**config.mk**
```make
export PLATFORM = sky130hd
export DESIGN_NAME = fpu_muldiv
export DESIGN_NICKNAME = d
export VERILOG_FILES = /design/src/rtl/fpu_pkg.sv /design/src/rtl/fpu_pack.sv /design/src/rtl/fpu_muldiv.sv
export SDC_FILE = /design/constraint.sdc
export NUM_CORES = 1
export LEC_CHECK = 0
export CELL_PAD_IN_SITES_DETAIL_PLACEMENT = 2
export CELL_PAD_IN_SITES_GLOBAL_PLACEMENT = 2
export CORE_MARGIN = 2
export CORE_UTILIZATION = 39
export DETAILED_ROUTE_END_ITERATION = 10
export GPL_TIMING_DRIVEN = 0
export PLACE_DENSITY_LB_ADDON = 0.08
export SETUP_SLACK_MARGIN = 0.1
export SLEW_MARGIN = 20
export SYNTH_ARGS = -nofsm -noshare
export SYNTH_HDL_FRONTEND = slang
export SYNTH_SLANG_ARGS = --single-unit
```
**constraint.sdc**
```tcl
create_clock -name sys_clk -period 10.2 [get_ports sys_clk]
set_input_delay 1.53 -clock sys_clk [delete_from_list [all_inputs] [get_ports sys_clk]]
set_output_delay 1.53 -clock sys_clk [all_outputs]
set_load 0.01 [all_outputs]
```
**src/rtl/fpu_pkg.sv**
```systemverilog
// Shared definitions for the multi-cycle FPU responder (fpu_muldiv):
// opcode bit positions, FSM states, iteration counts, IEEE-754 constants
// and an operand unpack helper.
package fpu_pkg;

    // One-hot opcode bit positions
    localparam int OPC_W     = 10;
    localparam int OPC_FMUL  = 2;
    localparam int OPC_FDIV  = 3;
    localparam int OPC_FSQRT = 4;

    // Engine steps per operation
    localparam logic [4:0] ITER_MUL  = 5'd24;
    localparam logic [4:0] ITER_DIV  = 5'd25;
    localparam logic [4:0] ITER_SQRT = 5'd25;

    // IEEE-754 single-precision constants
    localparam logic [31:0]       FP_QNAN  = 32'h7FC0_0000;
    localparam logic [31:0]       FP_PINF  = 32'h7F80_0000;
    localparam logic [31:0]       FP_NINF  = 32'hFF80_0000;
    localparam logic signed [9:0] EXP_BIAS = 10'sd127;
    localparam logic signed [9:0] EXP_MAX  = 10'sd254;

    typedef enum logic [1:0] {
        ST_IDLE,
        ST_ITER,
        ST_PACK,
        ST_DONE
    } state_t;

    typedef enum logic [1:0] {
        OP_MUL,
        OP_DIV,
        OP_SQRT
    } op_t;

    // Unpacked operand; subnormals are reported as zero
    typedef struct packed {
        logic        sign;
        logic [7:0]  exp;
        logic [23:0] mant;
        logic        zero;
        logic        inf;
        logic        nan;
    } fp_unp_t;

    function automatic fp_unp_t fp_unpack(input logic [31:0] x);
        fp_unp_t u;
        u.sign = x[31];
        u.exp  = x[30:23];
        u.mant = {1'b1, x[22:0]};
        u.zero = (x[30:23] == 8'h00);
        u.inf  = (x[30:23] == 8'hFF) && (x[22:0] == 23'h0);
        u.nan  = (x[30:23] == 8'hFF) && (x[22:0] != 23'h0);
        return u;
    endfunction

    function automatic logic [31:0] fp_inf(input logic s);
        return s ? FP_NINF : FP_PINF;
    endfunction

endpackage

```
**src/rtl/fpu_pack.sv**
```systemverilog
// Result packer: takes a 25-bit mantissa whose leading one sits at bit 24
// or bit 23, normalizes it, truncates toward zero, applies the exponent
// adjustment and classifies overflow / underflow.
module fpu_pack
    import fpu_pkg::*;
(
    input  logic              i_sign,
    input  logic signed [9:0] i_exp,
    input  logic [24:0]       i_mant,
    output logic [31:0]       o_y,
    output logic              o_ovf,
    output logic              o_unf
);

    logic signed [9:0] w_exp;
    logic [22:0]       w_frac;

    // Normalize by at most one position, then saturate or flush
    always_comb begin
        w_exp  = i_exp + (i_mant[24] ? 10'sd1 : 10'sd0);
        w_frac = i_mant[24] ? i_mant[23:1] : i_mant[22:0];
        o_ovf  = 1'b0;
        o_unf  = 1'b0;
        if (w_exp > EXP_MAX) begin
            o_y   = fp_inf(i_sign);
            o_ovf = 1'b1;
        end else if (w_exp < 10'sd1) begin
            o_y   = {i_sign, 31'h0};
            o_unf = 1'b1;
        end else begin
            o_y   = {i_sign, w_exp[7:0], w_frac};
        end
    end

endmodule

```
**src/rtl/fpu_muldiv.sv**
```systemverilog
// Multi-cycle FPU responder: fmul / fdiv / fsqrt on a shared iterative
// engine (shift-add multiply, restoring divide, restoring square root).
// Optional feature macro: FPU_MULDIV_SQRT_EN enables the fsqrt datapath;
// without it opcode bit 4 is treated as unsupported.
module fpu_muldiv
    import fpu_pkg::*;
(
    input  logic             sys_clk,
    input  logic             rst,
    input  logic [OPC_W-1:0] opcode,
    input  logic [31:0]      x1,
    input  logic [31:0]      x2,
    output logic [31:0]      y,
    output logic             ovf,
    output logic             unf,
    output logic             out_valid
);

    state_t            r_state;
    op_t               r_op;
    logic              r_sign;
    logic signed [9:0] r_exp;
    logic [49:0]       r_acc;   // mul accumulator / div and sqrt remainder
    logic [49:0]       r_a;     // multiplicand / divisor / radicand shifter
    logic [24:0]       r_q;     // multiplier / quotient / root
    logic [4:0]        r_cnt;
    logic              r_spec;
    logic [31:0]       r_spec_y;
    logic [31:0]       r_y;
    logic              r_ovf;
    logic              r_unf;
    logic              r_out_valid;

    fp_unp_t           w_a;
    fp_unp_t           w_b;
    logic              w_is_mul;
    logic              w_is_div;
    logic              w_is_sqrt;
    logic              w_legal;
    logic              w_sign;
    logic              w_spec;
    logic [31:0]       w_spec_y;
    logic signed [9:0] w_ea;
    logic signed [9:0] w_eb;
    logic signed [9:0] w_exp_mul;
    logic signed [9:0] w_exp_div;
    logic [49:0]       w_mul_acc;
    logic              w_div_ge;
    logic [49:0]       w_div_rem;
    logic [24:0]       w_pk_mant;
    logic [31:0]       w_pk_y;
    logic              w_pk_ovf;
    logic              w_pk_unf;
`ifdef FPU_MULDIV_SQRT_EN
    logic signed [9:0] w_e_unb;
    logic signed [9:0] w_exp_sqrt;
    logic [49:0]       w_sq_rem;
    logic [49:0]       w_sq_trial;
    logic              w_sq_ge;
`endif

    assign y         = r_y;
    assign ovf       = r_ovf;
    assign unf       = r_unf;
    assign out_valid = r_out_valid;

    // Opcode decode, operand unpack and result exponent per operation
    always_comb begin
        w_a       = fp_unpack(x1);
        w_b       = fp_unpack(x2);
        w_is_mul  = (opcode == (10'd1 << OPC_FMUL));
        w_is_div  = (opcode == (10'd1 << OPC_FDIV));
`ifdef FPU_MULDIV_SQRT_EN
        w_is_sqrt = (opcode == (10'd1 << OPC_FSQRT));
`else
        w_is_sqrt = 1'b0;
`endif
        w_legal   = w_is_mul || w_is_div || w_is_sqrt;
        w_sign    = w_is_sqrt ? w_a.sign : (w_a.sign ^ w_b.sign);
        w_ea      = signed'({2'b00, w_a.exp});
        w_eb      = signed'({2'b00, w_b.exp});
        // product carries two integer bits; packer adds one when bit 47 is set
        w_exp_mul = w_ea + w_eb - EXP_BIAS;
        // quotient sits one position above the packer's reference point
        w_exp_div = w_ea - w_eb + EXP_BIAS - 10'sd1;
`ifdef FPU_MULDIV_SQRT_EN
        // floor(E/2); odd E is absorbed by pre-shifting the mantissa
        w_e_unb    = w_ea - EXP_BIAS;
        w_exp_sqrt = (w_e_unb >>> 1) + EXP_BIAS - 10'sd1;
`endif
    end

    // Special-operand results that bypass the iterative engine
    always_comb begin
        w_spec   = 1'b0;
        w_spec_y = '0;
        if (w_is_mul) begin
            if (w_a.nan || w_b.nan || (w_a.zero && w_b.inf) || (w_a.inf && w_b.zero)) begin
                w_spec = 1'b1; w_spec_y = FP_QNAN;
            end else if (w_a.inf || w_b.inf) begin
                w_spec = 1'b1; w_spec_y = fp_inf(w_sign);
            end else if (w_a.zero || w_b.zero) begin
                w_spec = 1'b1; w_spec_y = {w_sign, 31'h0};
            end
        end else if (w_is_div) begin
            if (w_a.nan || w_b.nan || (w_a.zero && w_b.zero) || (w_a.inf && w_b.inf)) begin
                w_spec = 1'b1; w_spec_y = FP_QNAN;
            end else if (w_b.zero || w_a.inf) begin
                w_spec = 1'b1; w_spec_y = fp_inf(w_sign);
            end else if (w_b.inf || w_a.zero) begin
                w_spec = 1'b1; w_spec_y = {w_sign, 31'h0};
            end
        end
`ifdef FPU_MULDIV_SQRT_EN
        else if (w_is_sqrt) begin
            if (w_a.nan) begin
                w_spec = 1'b1; w_spec_y = FP_QNAN;
            end else if (w_a.zero) begin
                w_spec = 1'b1; w_spec_y = {w_a.sign, 31'h0};
            end else if (w_a.sign) begin
                w_spec = 1'b1; w_spec_y = FP_QNAN;
            end else if (w_a.inf) begin
                w_spec = 1'b1; w_spec_y = FP_PINF;
            end
        end
`endif
    end

    // Next-step values of the shared engine registers
    always_comb begin
        w_mul_acc  = {r_acc[48:0], 1'b0} + (r_q[23] ? {26'h0, r_a[23:0]} : 50'h0);
        w_div_ge   = (r_acc >= r_a);
        w_div_rem  = w_div_ge ? (r_acc - r_a) : r_acc;
`ifdef FPU_MULDIV_SQRT_EN
        w_sq_rem   = {r_acc[47:0], r_a[49:48]};
        w_sq_trial = {23'h0, r_q, 2'b01};
        w_sq_ge    = (w_sq_rem >= w_sq_trial);
`endif
        w_pk_mant  = (r_op == OP_MUL) ? r_acc[47:23] : r_q;
    end

    fpu_pack u_pack (
        .i_sign (r_sign),
        .i_exp  (r_exp),
        .i_mant (w_pk_mant),
        .o_y    (w_pk_y),
        .o_ovf  (w_pk_ovf),
        .o_unf  (w_pk_unf)
    );

    // Operand latch on start, then one engine step per ITER cycle
    always_ff @(posedge sys_clk) begin
        if (!rst) begin
            case (r_state)
                ST_IDLE: begin
                    if (opcode != '0 && w_legal) begin
                        r_spec   <= w_spec;
                        r_spec_y <= w_spec_y;
                        r_sign   <= w_sign;
                        if (w_is_mul) begin
                            r_op  <= OP_MUL;
                            r_exp <= w_exp_mul;
                            r_acc <= '0;
                            r_a   <= {26'h0, w_a.mant};
                            r_q   <= {1'b0, w_b.mant};
                            r_cnt <= ITER_MUL;
                        end else if (w_is_div) begin
                            r_op  <= OP_DIV;
                            r_exp <= w_exp_div;
                            r_acc <= {26'h0, w_a.mant};
                            r_a   <= {26'h0, w_b.mant};
                            r_q   <= '0;
                            r_cnt <= ITER_DIV;
                        end
`ifdef FPU_MULDIV_SQRT_EN
                        else begin
                            r_op  <= OP_SQRT;
                            r_exp <= w_exp_sqrt;
                            r_acc <= '0;
                            r_a   <= {(w_e_unb[0] ? {w_a.mant, 1'b0} : {1'b0, w_a.mant}), 25'h0};
                            r_q   <= '0;
                            r_cnt <= ITER_SQRT;
                        end
`endif
                    end
                end
                ST_ITER: begin
                    r_cnt <= r_cnt - 5'd1;
                    case (r_op)
                        OP_MUL: begin
                            r_acc <= w_mul_acc;
                            r_q   <= {r_q[23:0], 1'b0};
                        end
                        OP_DIV: begin
                            r_acc <= {w_div_rem[48:0], 1'b0};
                            r_q   <= {r_q[23:0], w_div_ge};
                        end
`ifdef FPU_MULDIV_SQRT_EN
                        OP_SQRT: begin
                            r_acc <= w_sq_ge ? (w_sq_rem - w_sq_trial) : w_sq_rem;
                            r_q   <= {r_q[23:0], w_sq_ge};
                            r_a   <= {r_a[47:0], 2'b00};
                        end
`endif
                        default: ;
                    endcase
                end
                default: ;
            endcase
        end
    end

    // Control FSM with registered result, flags and completion pulse
    always_ff @(posedge sys_clk) begin
        if (rst) begin
            r_state     <= ST_IDLE;
            r_y         <= '0;
            r_ovf       <= 1'b0;
            r_unf       <= 1'b0;
            r_out_valid <= 1'b0;
        end else begin
            r_out_valid <= 1'b0;
            case (r_state)
                ST_IDLE: begin
                    if (opcode != '0) begin
                        if (!w_legal) begin
                            r_y         <= '0;
                            r_ovf       <= 1'b0;
                            r_unf       <= 1'b0;
                            r_out_valid <= 1'b1;
                            r_state     <= ST_DONE;
                        end else if (w_spec) begin
                            r_state <= ST_PACK;
                        end else begin
                            r_state <= ST_ITER;
                        end
                    end
                end
                ST_ITER: begin
                    if (r_cnt == 5'd1)
                        r_state <= ST_PACK;
                end
                ST_PACK: begin
                    if (r_spec) begin
                        r_y   <= r_spec_y;
                        r_ovf <= 1'b0;
                        r_unf <= 1'b0;
                    end else begin
                        r_y   <= w_pk_y;
                        r_ovf <= w_pk_ovf;
                        r_unf <= w_pk_unf;
                    end
                    r_out_valid <= 1'b1;
                    r_state     <= ST_DONE;
                end
                default: r_state <= ST_IDLE;
            endcase
        end
    end

endmodule

```
==> results.cfg, run 1 <==
[clocking]
cts_root_buf = clkbuf_16
cts_made_buffers = 17
cts.sinks = 156
cts_tree = done
clock_path_buffers = 2
postCtsHoldBufs = 0
cts_resized = 0
clk_latency_ns = 0.45
post_cts_buffers = 0
clk_pin_slew_ns = 0.08
htreeDepth = 4

[yosys]
async_flop_share_pct = 0
synth_edf_count = 119
synth-seq-cells = 156
synth_top_family_by_area = simple AND/OR/NAND/NOR gates
ys_warn_count = 0
netlist_instances = 1489
synth_nets = 1648
yosys.area.top_type = edfxtp_1
yosysUniqueCellTypes = 81
synth-xor-area-share_pct = 4.92
synth_area_sq_um = 12500
yosysSeqAreaShare_pct = 34.6
synth_adder_area_share_pct = 8.58
synth_compound_gate_area_share_pct = 19.7
syn_avg_cell_area_sq_um = 8.36
yosys.area_share.simple_pct = 22.3
ys.flop_type = edfxtp_1
synthMuxAreaShare_pct = 5.08
synth_top_cell_area_share_pct = 28.7
synthTopCellsByArea = edfxtp_1, nand2_1, ha_1

[worst_setup_path]
cp-start-kind = register
path_class = reg2reg
ff2ff_setup_slack_ns = 5.33
end_kind = register
critPathMaxFanout = 10
regToRegEndpoint = y[22]
r2r-start = r_op[0]
required_ns = 10.49
crit_arrival_ns = 5.16
rr_worst_depth = 15

[finish]
synthToLayoutAreaGrowth_pct = 18.6
fill_cells = 3503
finalNonFillerCells = 2037
drive_gt1_share_pct = 4.35
nets = 1780
final_cell_mix = nand2_1, edfxtp_1, clkdlybuf4s50_1, o21ai_0, a21oi_1
final_common_cell = nand2_1

[pwr]
p_leak_nw = 5.76
p_sw_share_pct = 39.4
p_total_mw = 2.34
switchingPower_mw = 0.924
powerDensity_nw_per_um2 = 159
combPwrFrac_pct = 35.7
irDropWorstVdd_v = 0.000140
pwr-share-clk_pct = 29.3
p_int_mw = 1.42
seqPwrFrac_pct = 35.0

[placement]
pre_cts_slack_ns = 5.36
numPlacedInstances = 2004
dpl.hpwl_um = 40900
port_buffers = 109
globalplace.congestion = 0.907

[sta]
fmax_ghz = 0.205
hold_viol_final = 0
maxSlewHeadroom_pct = 21.0
period_share_pct = 47.8
worstMarginPinSlew_ns = 1.18
drv_slew = 0
setup_ws_ns = 5.33
layout_min_cycle_time_ns = 4.87
skew_ns = 0.0165
setup_tns_ns = 0
rsz0062_at_grt = false
setup-violations-final = 0

[status]
outcome = complete, no violations

[routing]
vias = 12400
met2_length_um = 26800
met3_length_um = 2620
wire_per_inst_um = 26.1
via_per_inst = 6.11
dr.max_layer_used = met4
totalWireLength_um = 53300
ant_nets = 0
drt_iter0_markers = 793
drc_errors = 0
drt-pass1-iter-count = 5
wl_met1_um = 21800

[global_route]
grt_usage_pct = 32.3
grt_max_degree = 26
antenna_found_initial = 0
grt_pass1_wl_um = 81300
grt_overflow = 0
grt_pass1_vias = 13600

[job]
maxCapViolCount = 0

[hold_path]
hold_class = reg2reg
hold_end = y[23]
min-delay-start = y[23]
whs_path_depth = 2

[floorplan]
placementRows = 65
fp.dieH_um = 183
die-width_um = 183
ios = 111
die_area_sq_um = 33400
coreArea_sq_um = 31500
initial_core_util_pct = 39.6
[critical path, cell delays in order, from the launching register on]
cell,delay (ns)
edfxtp_1,0.46
clkbuf_1,0.44
clkbuf_1,0.73
mux2_2,0.48
ha_1,0.20
ha_1,0.27
xor2_1,0.27
nand4_1,0.12
nor3_1,0.19
nand3_1,0.08
a21boi_0,0.49
or2_2,0.22
clkbuf_1,0.34
o21ai_0,0.19
nand3_1,0.11
o21ai_0,0.11
[layout make-up]
| type | instances | area, sq um | area share (%) |
|---|---|---|---|
| clock buffer | 17 | 425 | 2.88 |
| buffer | 80 | 323 | 2.19 |
| inverter | 72 | 270 | 1.83 |
| timing repair buffer | 113 | 1180 | 7.98 |
| antenna | 1 | 2.50 | 0.0170 |
| clock inverter | 15 | 188 | 1.27 |
| sequential | 156 | 4310 | 29.2 |
| multi-input combinational | 1181 | 7560 | 51.2 |
| tap | 402 | 503 | 3.41 |
[state kept, by name, indices dropped and copies added, names as in the netlist]
name / flops
r_exp: 10
r_a: 23
y: 32
r_state: 2
r_q: 25
r_acc: 50
out_valid: 1
r_cnt: 5
ovf: 1
r_spec_y: 3
r_op: 1
unf: 1
r_sign: 1
r_spec: 1
[worst max path at each step]
stage / from / slack, ns / to
floorplan: opcode[7] / 3.90 / r_acc[0]
global placement: opcode[7] / 0.97 / r_acc[14]
detailed placement: opcode[7] / 5.36 / r_exp[6]
CTS: r_op[0] / 5.30 / y[4]
global route: r_op[0] / 5.04 / y[22]
finish: r_op[0] / 5.33 / y[22]
[metal layers]
metal	up-vias	GRT usage, %
met5	-	0
met4	0	12.8
met3	99	5.37
met2	370	58.0
met1	6300	38.4
li1	5667	-
[logic make-up (layout without fill, tap and decap cells)]
logic type                 count (synthesis)  after routing
AOI/OAI and AO/OA                        374            374
DFF                                      156            156
and+or+nand+nor                          591            591
buffers and inverters                    152            297
muxes                                     63             63
adders and majority gates                 83             83
other                                      0              1
xor gates and xnor gates                  70             70
[Yosys cell counts, types with 23 or more instances]
master and instances:
nand2_1 292, edfxtp_1 119, o21ai_0 99, a21oi_1 91, ha_1 79, nor2_1 75, inv_1 69, clkbuf_1 62
mux2i_1 61, xnor2_1 46, dfxtp_1 37, and2_1 31, nand3_1 30, a21o_1 26, and3_1 25, nor4_1 25
xor2_1 24, a32o_1 23, nor3_1 23
[power groups by stage]
stage / registers [mW] / clock network (mW) / logic [mW]
after floorplan: 0.825 / 0 / 0.484
after global placement: 0.836 / 0 / 0.764
after detailed placement: 0.833 / 0 / 0.814
after CTS: 0.820 / 0.691 / 0.831
after global routing: 0.828 / 0.710 / 0.906
final: 0.822 / 0.686 / 0.837
[metrics by stage]
stage	util (%)	hold WS [ns]	instance area, sq um
CTS	46.9	0.468	14800
global placement	44.6	0.444	14000
detailed placement	44.9	0.452	14100
finish	46.9	0.467	14800
global route	46.9	0.490	14800
floorplan	-	0.476	12500
Power figures use the tool's default switching activity.
==> run 2: changes to the inputs <==
Settings changed: CORE_UTILIZATION 39 to 36.
Clock period 10.2 ns to 5 ns, I/O delays scaled along.
==> run 2 against run 1 <==
Compared with the run above:
- die area increased by 8.1%
- largest power group unchanged
- sequential share of layout area about the same
- via count decreased by 1.7%
- largest cell class unchanged
- fmax increased by 3.7%
- power increased by 99%
- critical path depth decreased by 2
- worst setup slack got worse by 5.0 ns
- global-route usage decreased by 3.0 points
- clock skew decreased by 0.0037 ns
==> results.cfg, run 2 (synthesis gave the netlist of run 1 again) <==
[status]
outcome = complete, no violations

[pwr]
pwr-share-clk_pct = 28.3
seqPwrFrac_pct = 35.8
switchingPower_mw = 1.81
combPwrFrac_pct = 35.9
irDropWorstVdd_v = 0.000267
p_int_mw = 2.87
p_leak_nw = 5.73
powerDensity_nw_per_um2 = 316
p_sw_share_pct = 38.6

[routing]
wire_per_inst_um = 24.9
drt-pass1-iter-count = 5
vias = 12200
ant_nets = 0
totalWireLength_um = 52000
drc_errors = 0
via_per_inst = 5.85
drt_iter0_markers = 754

[hold_path]
hold_class = reg2reg
whs_path_depth = 2

[sta]
worstMarginPinSlew_ns = 1.16
skew_ns = 0.0128
maxSlewHeadroom_pct = 21.6
worst_hold_slack_ns = 0.453
period_share_pct = 94.0
setup-violations-final = 0
fmax_ghz = 0.213
rsz0062_at_grt = false
setup_ws_ns = 0.301
hold_viol_final = 0
drv_slew = 0
layout_min_cycle_time_ns = 4.70

[worst_setup_path]
rr_worst_depth = 13
required_ns = 5.15
ff2ff_setup_slack_ns = 0.30
cpPeakStageDelay_ns = 0.90
critPathLaunch = r_q[23]
regToRegEndpoint = r_acc[48]
critPathMaxFanout = 10
crit_end = r_acc[48]
path_class = reg2reg
cp-start-kind = register
cpMaxStageDelayCell = o21ai_0
crit_arrival_ns = 4.85
end_kind = register
r2r-start = r_q[23]
crit_chain = clkbuf_1, nand2_1, inv_1, ha_1, a21o_1, and4_1, o21ai_0, o211a_1, a211o_1, nor2_1, a31oi_1, or3_1, a21oi_1

[finish]
num_antenna_cells = 0
final_cell_mix = nand2_1, edfxtp_1, clkdlybuf4s50_1, o21ai_0, a21oi_1
regMostFlops = r_acc
synthToLayoutAreaGrowth_pct = 18.7
finalInstanceArea_sq_um = 14800
nets = 1780
finalNonFillerCells = 2089
final_common_cell = nand2_1
fill_cells = 3878
multiInputGateArea_sq_um = 7560
final_core_util_pct = 43.1
drive_gt1_share_pct = 4.35
regArea_sq_um = 4310
largest_reg_flops = 50

[placement]
dpl.hpwl_um = 41000
port_buffers = 109
globalplace.congestion = 0.883
numPlacedInstances = 2057
placed_cell_area_sq_um = 14200
pre_cts_slack_ns = 0.208

[global_route]
met3_usage_pct = 4.39
antenna_found_initial = 0
met2_usage_pct = 51.6
grt_overflow = 0
grt_max_degree = 25
gr-usage-met1_pct = 35.8
grt_pass1_wl_um = 79100
grt_pass1_vias = 13200
grt_busiest_layer = met2
grt_usage_pct = 29.3

[floorplan]
initial_core_util_pct = 36.3
fp.dieH_um = 190
coreArea_sq_um = 34300
die_area_sq_um = 36100
die-width_um = 190
placementRows = 68
ios = 111

[clocking]
clk_pin_slew_ns = 0.07
htreeDepth = 4
cts_resized = 0
cts_root_buf = clkbuf_16
postCtsHoldBufs = 0
cts.sinks = 156
post_cts_buffers = 0
cts_made_buffers = 17
clock_path_buffers = 2
cts_tree = done
clk_latency_ns = 0.46

[job]
maxCapViolCount = 0
[run 2: power groups by stage]
| stage | logic, mW | registers, mW | clock network, mW |
|---|---|---|---|
| 2_1_floorplan | 0.988 | 1.68 | 0 |
| 3_3_place_gp | 1.57 | 1.70 | 0 |
| 3_5_place_dp | 1.66 | 1.70 | 0 |
| 4_1_cts | 1.68 | 1.67 | 1.34 |
| 5_1_grt | 1.84 | 1.69 | 1.39 |
| 6_report | 1.68 | 1.67 | 1.32 |
[run 2: worst min path at each step]
stage,from,endpoint
3_3_place_gp,y[31],y[31]
3_5_place_dp,y[31],y[31]
4_1_cts,y[31],y[31]
6_report,y[31],y[31]
5_1_grt,ovf,ovf
2_1_floorplan,y[31],y[31]
[run 2: layout make-up]
type	count	area share, %
buffer	80	2.19
clock buffer	18	2.90
clock inverter	14	0.923
inverter	72	1.83
multi-input combinational	1181	51.1
sequential	156	29.2
tap	455	3.85
timing repair buffer	113	7.97
[run 2: through the flow]
step / power, mW / TNS, ns
detailed placement: 3.36 / 0
finish: 4.68 / 0
CTS: 4.69 / 0
global placement: 3.27 / -103.51
global route: 4.91 / 0
floorplan: 2.67 / 0
[run 2: metal layers]
metal  routed length (um)  vias up
met3                 2470       80
met2                25600      301
met4                 1810        0
li1                     -     5665
met1                22100     6181
met5                    0        -
[run 2: critical path, delay by kind of cell (launching register included)]
kind                       cells  cell delay [ns]
AOI/OAI and AO/OA              6             2.19
and+or+nand+nor                4             0.74
DFF                            1             0.68
buffers and inverters          2             0.56
adders and majority gates      1             0.23
